<file path="config.mk">
export PLATFORM = sky130hd
export DESIGN_NAME = regfile_mp
export DESIGN_NICKNAME = d
export VERILOG_FILES = /design/src/rtl/rf_pkg.sv /design/src/rtl/rf_scrub_ctrl.sv /design/src/rtl/regfile_mp.sv
export SDC_FILE = /design/constraint.sdc
export NUM_CORES = 1
export LEC_CHECK = 0
export CAP_MARGIN = 40
export CELL_PAD_IN_SITES_DETAIL_PLACEMENT = 1
export CELL_PAD_IN_SITES_GLOBAL_PLACEMENT = 1
export CORE_MARGIN = 5
export CORE_UTILIZATION = 37
export CTS_CLUSTER_SIZE = 12
export DETAILED_ROUTE_END_ITERATION = 7
export PLACE_DENSITY_LB_ADDON = 0.1
export SKIP_CTS_REPAIR_TIMING = 1
export SLEW_MARGIN = 40
export SYNTH_ARGS = -nofsm -noshare
export SYNTH_HDL_FRONTEND = slang
export SYNTH_SLANG_ARGS = --single-unit
</file>
<file path="constraint.sdc">
create_clock -name CLK -period 3.6 [get_ports CLK]
set_clock_uncertainty 0.05 [all_clocks]
set_input_delay 0.72 -clock CLK [delete_from_list [all_inputs] [get_ports CLK]]
set_output_delay 0.72 -clock CLK [all_outputs]
set_load 0.01 [all_outputs]
</file>
<file path="src/rtl/rf_pkg.sv">
// Shared constants and state encoding for the multi-port integer register file.
package rf_pkg;

  localparam int unsigned RF_XLEN_DEF   = 32;
  localparam int unsigned RF_NREG_RV32I = 32;
  localparam int unsigned RF_NREG_RV32E = 16;
  localparam int unsigned RF_NREG_DEF   = RF_NREG_RV32I;
  localparam int unsigned RF_X0         = 0;

  typedef enum logic {
    RF_SCRUB,
    RF_RUN
  } rf_state_e;

endpackage

</file>
<file path="src/rtl/rf_scrub_ctrl.sv">
// Post-reset scrub sequencer: walks x1..x(NREG-1) writing zero, then raises ready.
module rf_scrub_ctrl
  import rf_pkg::*;
#(
  parameter int unsigned NREG = RF_NREG_DEF,
  parameter int unsigned AW   = $clog2(NREG)
) (
  input  logic          clk_i,
  input  logic          rst_i,
  output logic          ready_o,
  output logic          scrub_we_o,
  output logic [AW-1:0] scrub_addr_o
);

  rf_state_e     state_q;
  logic [AW-1:0] cnt_q;
  logic          ready_q;

  always_ff @(posedge clk_i) begin
    if (rst_i) begin
      state_q <= RF_SCRUB;
      cnt_q   <= AW'(1);
      ready_q <= 1'b0;
    end else begin
      case (state_q)
        RF_SCRUB: begin
          cnt_q <= cnt_q + AW'(1);
          if (cnt_q == AW'(NREG - 1)) begin
            state_q <= RF_RUN;
            ready_q <= 1'b1;
          end
        end
        RF_RUN: begin
          state_q <= RF_RUN;
        end
      endcase
    end
  end

  assign ready_o      = ready_q;
  assign scrub_we_o   = (state_q == RF_SCRUB);
  assign scrub_addr_o = cnt_q;

endmodule

</file>
<file path="src/rtl/regfile_mp.sv">
// Parametrised N-read/1-write integer register file with write-through bypass and hardwired x0.
// Optional RF_SCOREBOARD_EN adds per-register pending bits and per-port busy flags.
module regfile_mp
  import rf_pkg::*;
#(
  parameter int unsigned XLEN = RF_XLEN_DEF,
  parameter int unsigned NREG = RF_NREG_DEF,
  parameter int unsigned NRD  = 2,
  parameter int unsigned AW   = $clog2(NREG)
) (
  input  logic                CLK,
  input  logic                RST,
  output logic                rf_ready,
  input  logic                rd_wen,
  input  logic [AW-1:0]       rd,
  input  logic [XLEN-1:0]     rd_data,
  input  logic [NRD-1:0]      rs_ren,
  input  logic [NRD*AW-1:0]   rs_addr,
  output logic [NRD*XLEN-1:0] rs_data
`ifdef RF_SCOREBOARD_EN
  ,
  input  logic                alloc_en,
  input  logic [AW-1:0]       alloc_rd,
  output logic [NRD-1:0]      rs_busy
`endif
);

  localparam logic [AW-1:0] X0 = AW'(RF_X0);

  logic            run;
  logic            scrub_we;
  logic [AW-1:0]   scrub_addr;
  logic            wr_en;
  logic [AW-1:0]   wr_addr;
  logic [XLEN-1:0] wr_data;
  logic [XLEN-1:0] mem_q [NREG];

  rf_scrub_ctrl #(
    .NREG (NREG),
    .AW   (AW)
  ) u_scrub (
    .clk_i        (CLK),
    .rst_i        (RST),
    .ready_o      (run),
    .scrub_we_o   (scrub_we),
    .scrub_addr_o (scrub_addr)
  );

  assign rf_ready = run;

  // Scrub owns the write port until ready; the array itself carries no reset.
  assign wr_en   = !RST && (scrub_we || (run && rd_wen && (rd != X0)));
  assign wr_addr = scrub_we ? scrub_addr : rd;
  assign wr_data = scrub_we ? '0 : rd_data;

  always_ff @(posedge CLK) begin
    if (wr_en) begin
      mem_q[wr_addr] <= wr_data;
    end
  end

`ifdef RF_SCOREBOARD_EN
  logic [NREG-1:0] pend_q;
  logic [NREG-1:0] pend_d;

  // Set is applied after clear so a new allocation wins over a retiring write.
  always_comb begin
    pend_d = pend_q;
    if (!run) begin
      pend_d = '0;
    end else begin
      if (rd_wen && (rd != X0)) pend_d[rd] = 1'b0;
      if (alloc_en && (alloc_rd != X0)) pend_d[alloc_rd] = 1'b1;
    end
    pend_d[0] = 1'b0;
  end

  always_ff @(posedge CLK) begin
    if (RST) pend_q <= '0;
    else     pend_q <= pend_d;
  end
`endif

  for (genvar i = 0; i < NRD; i++) begin : g_rd
    logic [AW-1:0]   addr;
    logic [XLEN-1:0] sel;
    logic [XLEN-1:0] data_d;
    logic [XLEN-1:0] data_q;

    assign addr = rs_addr[i*AW +: AW];

    always_comb begin
      sel = mem_q[addr];
      if (addr == X0) begin
        sel = '0;
      end else if (rd_wen && (rd == addr)) begin
        sel = rd_data;
      end
    end

    always_comb begin
      data_d = data_q;
      if (!run) begin
        data_d = '0;
      end else if (rs_ren[i]) begin
        data_d = sel;
      end
    end

    always_ff @(posedge CLK) begin
      if (RST) data_q <= '0;
      else     data_q <= data_d;
    end

    assign rs_data[i*XLEN +: XLEN] = data_q;

`ifdef RF_SCOREBOARD_EN
    assign rs_busy[i] = run && !RST && pend_q[addr] && !(rd_wen && (rd == addr));
`endif
  end

endmodule
</file>
==> results by group <==
GRT
  – Grt met3 use: 0.0406
  – GR Util All Layers: 0.251
  – Initial antenna violation count: 12
  – First-pass GRT wire length: 252000 µm
  – Met1 Use GR: 0.357
  – Met2 usage: 0.414
  – Global route hottest layer: met2
  – Largest net degree at the start of global routing: between 60 and 70
  – Total grt overflow: 0
  – Vias in the first global route: 31281

Placed design
  – Post-Place Cells: 4527
  – DP Worst Slack: 0.145 ns
  – I/O Buffers: 116
  – Post-DP HPWL: 112000 µm
  – Routability Congestion: 0.801
  – Post-Place Cell Area: 55800 µm²

STA
  – WHS: 0.436 ns
  – Sum Neg Setup Slack: 0 ns
  – Final worst slack: 0.841 ns
  – Final worst path period share: 0.766
  – Tmin final: 2.76 ns
  – Max-slew violations: 0
  – Final hold violation count: 0
  – Final setup fails: 0
  – F_max: 362 MHz
  – Slew margin rel.: 0.475
  – Worst-Margin Slew: 0.788 ns
  – RSZ-0062 raised after global routing: no

Power and ir drop
  – Pwr Total: 28.5 mW
  – Pwr/cell area: 477 nW/µm²
  – Leak: 18.8 nW
  – Worst vdd ir: 0.405 mV

Finish
  – Fin nets: 2923
  – Design area: about 60000 µm²
  – Most common cell after layout, fill and taps aside: edfxtp_1
  – Util after Layout: 0.441
  – Layout fillers: 12691
  – Final non-filler cell total: ~4800
  – Layout cell share with drive strength beyond 1: 0.333
  – Commonest non-fill, non-tap cells in the layout: edfxtp_1 (1024), mux4_2 (515), mux2i_1 (149)
  – Synth-to-Final Area Change: 18.5%

Floorplan
  – Num ports: 117
  – Core Box Area: 135000 µm²
  – Die Wd: between 300 and 400 µm
  – Initial Util: 0.372
  – Die area: around 140000 µm²
  – Core Rows: approximately 140
  – Die height: about 380 µm

Min path
  – Hold Crit Depth: 2
  – Hold wc startpoint: g_rd[0].data_q[6]
  – Worst hold path type: register to register

Synthesis
  – Syn avg cell area: 19.3 µm²
  – Post-synth top area share: 0.610
  – Synth top area cells: edfxtp_1 (61%), mux4_2 (23%), mux2i_1 (3.0%), dfxtp_1 (2.8%), a22oi_1 (1.2%)
  – Leading area contributor after synthesis: edfxtp_1
  – Yosys warns: 0
  – Post-synth cell types: between 40 and 50
  – Syn Std Cell Area: 50400 µm²
  – Syn Inst Count: about 2600
  – Syn_nets: about 2700
  – Sequential share of the synthesized area: 0.638
  – Yosys reg bits: 1095

Clocking
  – Clk root buf: clkbuf_16
  – CTS buffer count: 121
  – CTS tree: done
  – Worst-Skew Late Latency: 0.74 ns
  – Clock sinks: 1095
  – H-tree levels: 3
  – Longest Clk Path Bufs: 3
  – Clock-pin slew on the worst setup and hold paths: roughly 0.06 ns

Setup path
  – Crit path DAT: 3.27 ns
  – Worst reg-to-reg path cell count: 6
  – CP required: 4.12 ns
  – Reg-to-Reg Start: u_scrub.state_q
  – Crit start category: input port
  – Setup Crit Path Kind: input port to register
  – Worst Setup SP: rs_addr[5]
  – Critical Path Sink Type: register
  – Worst-path fanout max: 32

Drt
  – Residual DRC: 0
  – DR vias: slightly below 30000
  – DRT antenna net count: 0
  – Wire length per cell: 37.9 µm
  – Vias/cell: 6.23
  – DR iter-0 viols: 3435
  – Final WL: around 180000 µm
  – 1st-pass router iterations: 5

Job
  – Max-cap violations: 0

Run status
  – Status: complete, no violations
-- registers in the layout (all words and copies together) (netlist names) --
| signal | cells |
|---|---|
| mem_q | 1024 |
| g_rd.data_q | 64 |
| u_scrub.scrub_addr_o | 5 |
| u_scrub.ready_o | 1 |
| u_scrub.state_q | 1 |
-- power breakdown --
group | total (mW) | switching, mW | internal (mW)
clock network | 12.5 | 5.20 | 7.28
logic | 2.13 | 1.17 | 0.964
registers | 13.9 | 0.0584 | 13.8
-- area by class of cell --
class / count / area [µm²] / area share
Clock inverter: 56 / 624 / 0.0105
Clock buffer: 172 / 3330 / 0.0558
Tap cell: 1781 / 2230 / 0.0373
Antenna cell: 3 / 7.51 / 0.000126
Sequential cell: 1095 / 32200 / 0.539
Timing Repair Buffer: 332 / 3900 / 0.0652
Multi-Input combinational cell: 1314 / 17500 / 0.292
Inverter: 5 / 18.8 / 0.000314
-- final timing paths --
path	endpoint	slack [ns]
worst max-delay path	g_rd[1].data_q[18]	0.84
worst min-delay path	g_rd[0].data_q[6]	0.44
worst max register to register	mem_q[25][0]	0.87
worst min register to register	g_rd[0].data_q[6]	0.44
-- layer usage --
layer	routed length, µm	up-vias
met5	0	-
met4	2860	0
met3	12400	177
met2	87700	1262
met1	77400	16515
li1	-	11675
-- kinds of logic after synthesis --
kind of cell	synth area share
DFF	0.638
and+or+nand+nor	0.0333
AOI/OAI and AO/OA	0.0388
xor gates and xnor gates	0.00209
muxes	0.265
buffers and inverters	0.0217
adders and majority gates	0.000497
-- Yosys cell counts (all sizes together) --
library cell     n
a211o           17
a211oi          12
a21o             8
a21oi           27
a221oi           7
a22o            13
a22oi           79
a31oi            7
a32o             1
and2            45
and3             1
buf            113
clkbuf          88
dfxtp           71
edfxtp        1024
ha               2
inv              5
mux2            24
mux2i          149
mux4           515
nand2           44
nand2b          67
nand3           52
nand4            2
nor2           112
nor2b            8
nor3             4
nor3b            1
o2111a           1
o2111ai         12
o211ai           3
o21ai           18
o21bai           1
o221ai           7
o22ai           34
o31ai           17
o32ai            1
o41ai            6
or3              1
or3b             1
or4              3
xnor2           11
xor2             1
-- worst max-delay path, cell delays in order --
cell	delay [ns]
buf_8	0.38
nor2_1	0.33
buf_4	0.30
a22o_1	0.24
o31ai_1	0.59
a211oi_1	0.12
o41ai_1	0.52
(Power assumes the default switching activity.)
